<file path="config.mk">
export PLATFORM = sky130hd
export DESIGN_NAME = uart_tx_arbiter_flat
export DESIGN_NICKNAME = d
export VERILOG_FILES = /design/src/rtl/uart_tx_arbiter_if.sv /design/src/rtl/uart_tx_arbiter.sv /design/src/flat_wrapper.sv
export SDC_FILE = /design/constraint.sdc
export NUM_CORES = 1
export LEC_CHECK = 0
export CORE_MARGIN = 5
export CORE_UTILIZATION = 31
export CTS_CLUSTER_SIZE = 12
export DETAILED_ROUTE_END_ITERATION = 10
export GPL_TIMING_DRIVEN = 0
export PLACE_DENSITY = 0.8
export SKIP_CTS_REPAIR_TIMING = 1
export SKIP_LAST_GASP = 1
export SYNTH_ARGS = -nofsm -noshare
export SYNTH_HDL_FRONTEND = slang
export SYNTH_SLANG_ARGS = --single-unit
</file>
<file path="constraint.sdc">
create_clock -name clk -period 2.4 [get_ports clk]
set_clock_uncertainty 0.2 [all_clocks]
set_input_delay 0.48 -clock clk [delete_from_list [all_inputs] [get_ports clk]]
set_output_delay 0.48 -clock clk [all_outputs]
set_load 0.005 [all_outputs]
</file>
<file path="src/rtl/uart_tx_arbiter_if.sv">
// uart_tx_arbiter_if: requester-side byte streams plus the UART transmitter
// write port, bundled so the arbiter and its environment share one port list.
// master = requesters/transmitter side, slave = the arbiter itself.
interface uart_tx_arbiter_if #(
    parameter int NREQ = 4,
    parameter int IDW  = 2
);
    logic [NREQ-1:0]      req_valid;
    logic [NREQ-1:0][7:0] req_data;   // requester i occupies bits [8i+7:8i]
    logic [NREQ-1:0]      req_last;
    logic [NREQ-1:0]      req_ready;
    logic                 tx_full;
    logic [7:0]           w_data;
    logic                 wr_uart;
    logic [IDW-1:0]       grant_id;
    logic                 busy;

    modport master (
        output req_valid, req_data, req_last, tx_full,
        input  req_ready, w_data, wr_uart, grant_id, busy
    );

    modport slave (
        input  req_valid, req_data, req_last, tx_full,
        output req_ready, w_data, wr_uart, grant_id, busy
    );
endinterface

</file>
<file path="src/rtl/uart_tx_arbiter.sv">
// uart_tx_arbiter: message-atomic round-robin arbiter sharing one UART
// transmit write port among NREQ byte-stream requesters.
// Optional macro UART_TX_ARB_ID_PREFIX_EN: prefix each message with one
// ID byte (ID_BASE + grant_id) written before the owner's first byte.
module uart_tx_arbiter #(
    parameter int         NREQ    = 4,
    parameter int         IDW     = 2,
    parameter logic [7:0] ID_BASE = 8'h30
) (
    input  logic              clk,
    input  logic              reset,
    uart_tx_arbiter_if.slave  bus
);

    typedef enum logic [1:0] {
        S_IDLE,
`ifdef UART_TX_ARB_ID_PREFIX_EN
        S_HDR,
`endif
        S_XFER
    } state_t;

    state_t         state_q, state_d;
    logic [IDW-1:0] grant_q, grant_d;
    logic [IDW-1:0] rr_q, rr_d;
    logic           busy_q, busy_d;

    logic [NREQ-1:0] req_ready_c;
    logic            wr_c;
    logic [7:0]      wdata_c;
    logic            found_c;
    logic [IDW-1:0]  pick_c;
    int              idx_c;

    // State register; reset drops any message in flight and restores the
    // pointer so requester 0 is searched first.
    always_ff @(posedge clk) begin
        if (reset) begin
            state_q <= S_IDLE;
            grant_q <= '0;
            rr_q    <= IDW'(NREQ - 1);
            busy_q  <= 1'b0;
        end else begin
            state_q <= state_d;
            grant_q <= grant_d;
            rr_q    <= rr_d;
            busy_q  <= busy_d;
        end
    end

    // Next-state and write-port outputs; outputs depend only on registered
    // state plus the owner's live inputs, so the first byte goes out the
    // cycle after the grant is registered.
    always_comb begin
        state_d     = state_q;
        grant_d     = grant_q;
        rr_d        = rr_q;
        busy_d      = busy_q;
        req_ready_c = '0;
        wr_c        = 1'b0;
        wdata_c     = 8'h00;
        found_c     = 1'b0;
        pick_c      = '0;
        idx_c       = 0;

        // Round-robin search starting just after the last finished owner,
        // which therefore has lowest priority.
        for (int k = 1; k <= NREQ; k++) begin
            idx_c = (int'(rr_q) + k) % NREQ;
            if (!found_c && bus.req_valid[idx_c[IDW-1:0]]) begin
                found_c = 1'b1;
                pick_c  = idx_c[IDW-1:0];
            end
        end

        unique case (state_q)
            S_IDLE: begin
                if (found_c) begin
                    grant_d = pick_c;
                    busy_d  = 1'b1;
`ifdef UART_TX_ARB_ID_PREFIX_EN
                    state_d = S_HDR;
`else
                    state_d = S_XFER;
`endif
                end
            end
`ifdef UART_TX_ARB_ID_PREFIX_EN
            S_HDR: begin
                wr_c    = !bus.tx_full;
                wdata_c = ID_BASE + 8'(grant_q);
                if (!bus.tx_full) state_d = S_XFER;
            end
`endif
            S_XFER: begin
                // Owner keeps the port until its last byte is accepted,
                // even if it withdraws valid for a while.
                req_ready_c[grant_q] = !bus.tx_full;
                wr_c    = bus.req_valid[grant_q] & !bus.tx_full;
                wdata_c = bus.req_data[grant_q];
                if (wr_c && bus.req_last[grant_q]) begin
                    rr_d    = grant_q;
                    busy_d  = 1'b0;
                    state_d = S_IDLE;
                end
            end
            default: state_d = S_IDLE;
        endcase
    end

    assign bus.req_ready = req_ready_c;
    assign bus.wr_uart   = wr_c;
    assign bus.w_data    = wdata_c;
    assign bus.grant_id  = grant_q;
    assign bus.busy      = busy_q;

endmodule

</file>
<file path="src/flat_wrapper.sv">
// flat-port wrapper written by rule: the top's interface ports become plain ports
module uart_tx_arbiter_flat 
#(
    parameter int         NREQ    = 4,
    parameter int         IDW     = 2,
    parameter logic [7:0] ID_BASE = 8'h30
)
  (clk, reset, bus_req_valid, bus_req_data, bus_req_last, bus_tx_full, bus_req_ready, bus_w_data, bus_wr_uart, bus_grant_id, bus_busy);
  uart_tx_arbiter_if #(.NREQ(NREQ), .IDW(IDW)) bus_i ();
  input  logic clk;
  input  logic reset;
  input wire logic [$bits(bus_i.req_valid)-1:0] bus_req_valid;
  input wire logic [$bits(bus_i.req_data)-1:0] bus_req_data;
  input wire logic [$bits(bus_i.req_last)-1:0] bus_req_last;
  input wire logic [$bits(bus_i.tx_full)-1:0] bus_tx_full;
  output wire logic [$bits(bus_i.req_ready)-1:0] bus_req_ready;
  output wire logic [$bits(bus_i.w_data)-1:0] bus_w_data;
  output wire logic [$bits(bus_i.wr_uart)-1:0] bus_wr_uart;
  output wire logic [$bits(bus_i.grant_id)-1:0] bus_grant_id;
  output wire logic [$bits(bus_i.busy)-1:0] bus_busy;
  assign bus_i.req_valid = bus_req_valid;
  assign bus_i.req_data = bus_req_data;
  assign bus_i.req_last = bus_req_last;
  assign bus_i.tx_full = bus_tx_full;
  assign bus_req_ready = bus_i.req_ready;
  assign bus_w_data = bus_i.w_data;
  assign bus_wr_uart = bus_i.wr_uart;
  assign bus_grant_id = bus_i.grant_id;
  assign bus_busy = bus_i.busy;
  uart_tx_arbiter #(.NREQ(NREQ), .IDW(IDW), .ID_BASE(ID_BASE)) u_core (.clk(clk), .reset(reset), .bus(bus_i));
endmodule
</file>
==> Implementation_results.wiki <==
{| class="wikitable"
! Metric !! Value
|-
| Leak || roughly 0.75 nW
|-
| Final GP Congestion || approximately 0.83
|-
| Number of hold violations in the final report || 0
|-
| Antenna diode count || 0
|-
| Area of the core || around 2000 µm²
|-
| Num rows || 16
|-
| Number of detailed-route iterations in the first pass || 4
|-
| Number of synthesized register bits || 5
|-
| Crit Path Category || input port to output port
|-
| Pwr Density || approximately 320 nW/µm²
|-
| Run status || finished with violations
|-
| Chip height || around 56 µm
|-
| Slew Viols, Final || 0
|-
| Arrival @ worst endpoint || between 1.5 and 2 ns
|-
| Vias per inst || about 5.1
|-
| Number of port buffers || 58
|-
| Vias || a little under 900
|-
| Xor and xnor fraction of the mapped netlist area || 0%
|-
| Synth cell types || 28
|-
| Post-synthesis net count || around 120
|-
| TritonCTS clock tree || built
|-
| Min Clock Period, post-route || roughly 2.6 ns
|-
| Total detailed-routing wirelength || 2823 µm
|-
| Post-DP HPWL || around 2200 µm
|-
| Final setup slack of the worst path || -0.2321 ns
|-
| Worst setup EP type || output port
|-
| Fraction of final layout cells with drive strength greater than 1 || between 10% and 20%
|-
| Number of DRC violations after detailed-routing iteration 0 || 11
|-
| Maximum level of the CTS H-tree || 1
|-
| Skew-Pair Late Insertion Delay || around 0.24 ns
|-
| Unrepaired setup endpoints after global routing || true
|-
| Crit path from || bus_req_data[30]
|-
| Syn Inst Count || 75
|-
| Fraction of synthesized area in multiplexers || roughly a third
|-
| Average wire per cell in the routed design || between 15 and 20 µm
|-
| Path type of the worst min-delay path || flip-flop to flip-flop
|-
| Pin count of the biggest net entering global routing || 11
|-
| Share of synthesized cell area in and, or, nand and nor gates || between 20% and 30%
|-
| Number of synthesis warnings || 0
|-
| Post-synthesis to final-layout area growth || 112.2%
|-
| Reg2Reg Launch Point || u_core.bus.grant_id[1]
|-
| Synthesized cell area || between 600 and 700 µm²
|-
| Number of nets still failing antenna checks after routing || 0
|-
| Mean post-synth cell area || between 8 and 9 µm²
|-
| Total CTS buffers || 3
|-
| First-pass GRT wire length || 4022 µm
|-
| Failing checks || negative setup slack
|-
| Slew at the pin closest to its max-slew limit || ~0.49 ns
|-
| Share of the core filled with cells || a little over two thirds
|-
| CTS sink count || 5
|-
| Aggregate global routing overflow || 0
|-
| Maximum vdd drop || ~0.19 mV
|-
| Root buf cell || sky130_fd_sc_hd__clkbuf_4
|-
| Post-synthesis sequential area ratio || between 10% and 20%
|-
| Die Outline Area || roughly 3200 µm²
|-
| Post-route total power || ~450 µW
|-
| Area fraction in compound gates after synthesis || between 10% and 20%
|-
| Max-capacitance violation count || 0
|-
| Number of buffers between clock root and the deepest sink || 2
|-
| Synthesized-area fraction occupied by adder cells || 0%
|-
| Global routing usage summed across all routing layers || 15.80%
|-
| Kind of start point of the critical path || input port
|-
| Antenna violations before repair || 0
|-
| Number of top-level design ports || just under 60
|-
| Net count, final || about 190
|-
| Highest achievable clock rate || approximately 380 MHz
|-
| Worst slew margin || 67.22%
|-
| Critical hold path startpoint || u_core.rr_q[1]
|-
| Worst hold slack || between 0.3 and 0.4 ns
|-
| Dominant combinational cell family by area after synthesis || multiplexers
|-
| Worst path required time || between 1.5 and 2 ns
|-
| Max FO, Critical Path || 1
|-
| Clock transition at the registers of the reported paths || roughly 0.050 ns
|-
| Fraction of the cycle the final worst path needs || 109.7%
|-
| Initial standard-cell utilization of the core || approximately a third
|-
| DRC violation count after routing || 0
|-
| Total of endpoints with negative setup slack in the final report || 2
|-
| Number of global-route vias before repair || roughly 840
|-
| Width of the die || 56.38 µm
|}
## cells in the final DEF, fill, tap and decap left out, types with 2 or more instances in the layout
| cell | instances |
|---|---|
| sky130_fd_sc_hd__clkbuf_4 | 4 |
| sky130_fd_sc_hd__inv_1 | 5 |
| sky130_fd_sc_hd__dfxtp_1 | 4 |
| sky130_fd_sc_hd__nor2_1 | 10 |
| sky130_fd_sc_hd__mux2i_1 | 2 |
| sky130_fd_sc_hd__nor3b_1 | 2 |
| sky130_fd_sc_hd__o21ai_0 | 3 |
| sky130_fd_sc_hd__clkbuf_1 | 2 |
| sky130_fd_sc_hd__nand2b_1 | 2 |
| sky130_fd_sc_hd__clkdlybuf4s50_1 | 42 |
| sky130_fd_sc_hd__buf_4 | 7 |
| sky130_fd_sc_hd__mux4_2 | 9 |
| sky130_fd_sc_hd__o221ai_1 | 3 |
| sky130_fd_sc_hd__nand2_1 | 5 |
| sky130_fd_sc_hd__and2_1 | 8 |
| sky130_fd_sc_hd__dlymetal6s2s_1 | 16 |
## synth_stat cells
master                     count  area, µm²
sky130_fd_sc_hd__and2_4        1      8.760
sky130_fd_sc_hd__o21ai_0       3      15.01
sky130_fd_sc_hd__o211ai_1      1      7.510
sky130_fd_sc_hd__a311oi_1      1      8.760
sky130_fd_sc_hd__inv_1         5      18.77
sky130_fd_sc_hd__nand2b_1      2      12.51
sky130_fd_sc_hd__nor2_1       10      37.54
sky130_fd_sc_hd__mux2_2        1      11.26
sky130_fd_sc_hd__a31oi_1       1      6.260
sky130_fd_sc_hd__clkbuf_1      4      15.01
sky130_fd_sc_hd__a211oi_2      1      12.51
sky130_fd_sc_hd__nor2b_1       2      12.51
sky130_fd_sc_hd__a21o_1        1      7.510
sky130_fd_sc_hd__mux4_2        9      202.7
sky130_fd_sc_hd__nor4_1        1      6.260
sky130_fd_sc_hd__o21a_1        1      7.510
sky130_fd_sc_hd__mux2i_1       2      20.02
sky130_fd_sc_hd__a211oi_1      1      7.510
sky130_fd_sc_hd__buf_4         1      7.510
sky130_fd_sc_hd__nand2_1       5      18.77
sky130_fd_sc_hd__and2_1        8      50.05
sky130_fd_sc_hd__a21oi_1       1      5.000
sky130_fd_sc_hd__buf_6         1      11.26
sky130_fd_sc_hd__nor3b_1       2      15.01
sky130_fd_sc_hd__dfxtp_1       5      100.1
sky130_fd_sc_hd__nand3_1       1      5.000
sky130_fd_sc_hd__a221o_1       1      10.01
sky130_fd_sc_hd__o221ai_1      3      26.28
## logic make-up after synthesis
group	count (synthesis)
and+or+nand+nor	32
DFF	5
AOI/OAI and AO/OA	15
buffers and inverters	11
muxes	12
## metrics by stage
step | worst slack, ns | instances | cell area, µm² | TNS, ns
final | -0.2321 | 170 | 1415 | -0.2415
after global routing | -0.2829 | 170 | 1415 | -0.3217
after floorplan | 0.2366 | 75 | 666.9 | 0
after global placement | -0.3976 | 160 | 1281 | -3.021
after detailed placement | -0.4338 | 160 | 1281 | -3.169
after CTS | -0.6079 | 164 | 1309 | -5.126
## state kept, by name, indices dropped and copies added, names as in the netlist
name / count
u_core.bus.grant_id: 2
u_core.rr_q: 2
u_core.state_q: 1
## routing by layer
metal	GRT usage (%)	vias to the layer above	routed length [µm]
li1	-	414	-
met2	27.21	47	1354
met3	4.587	2	211
met1	18.72	407	1237
met4	5.085	0	19
met5	0	-	0
## worst paths after layout
| path | endpoint | slack [ns] | cells after the start |
|---|---|---|---|
| setup / recovery | bus_w_data[6] | -0.23 | 4 |
| hold / removal | u_core.rr_q[1] | 0.38 | 2 |
| setup reg to reg | u_core.rr_q[0] | 0.62 | 4 |
| hold reg to reg | u_core.rr_q[1] | 0.38 | 2 |
## report_power, final
group          leakage, nW  switching, mW  internal (mW)
combinational        0.693         0.0855          0.174
clock               0.0177         0.0357         0.0603
sequential          0.0419        0.00685         0.0898
total                0.753          0.128          0.324
## critical path, stage by stage
cell and delay [ns]:
sky130_fd_sc_hd__clkdlybuf4s50_1 0.40, sky130_fd_sc_hd__mux4_2 0.46, sky130_fd_sc_hd__and2_1 0.16, sky130_fd_sc_hd__clkdlybuf4s50_1 0.45
## layout make-up
type	instances	area, µm²
Clock inverter	1	5.005
Tap cell	27	33.78
Sequential cell	5	103.9
Clock buffer	3	22.52
Timing Repair Buffer	65	673.1
Multi-Input combinational cell	59	516.7
Buffer	5	41.29
Inverter	5	18.77
Fill cell	154	586.8
Power figures use the tool's default switching activity.
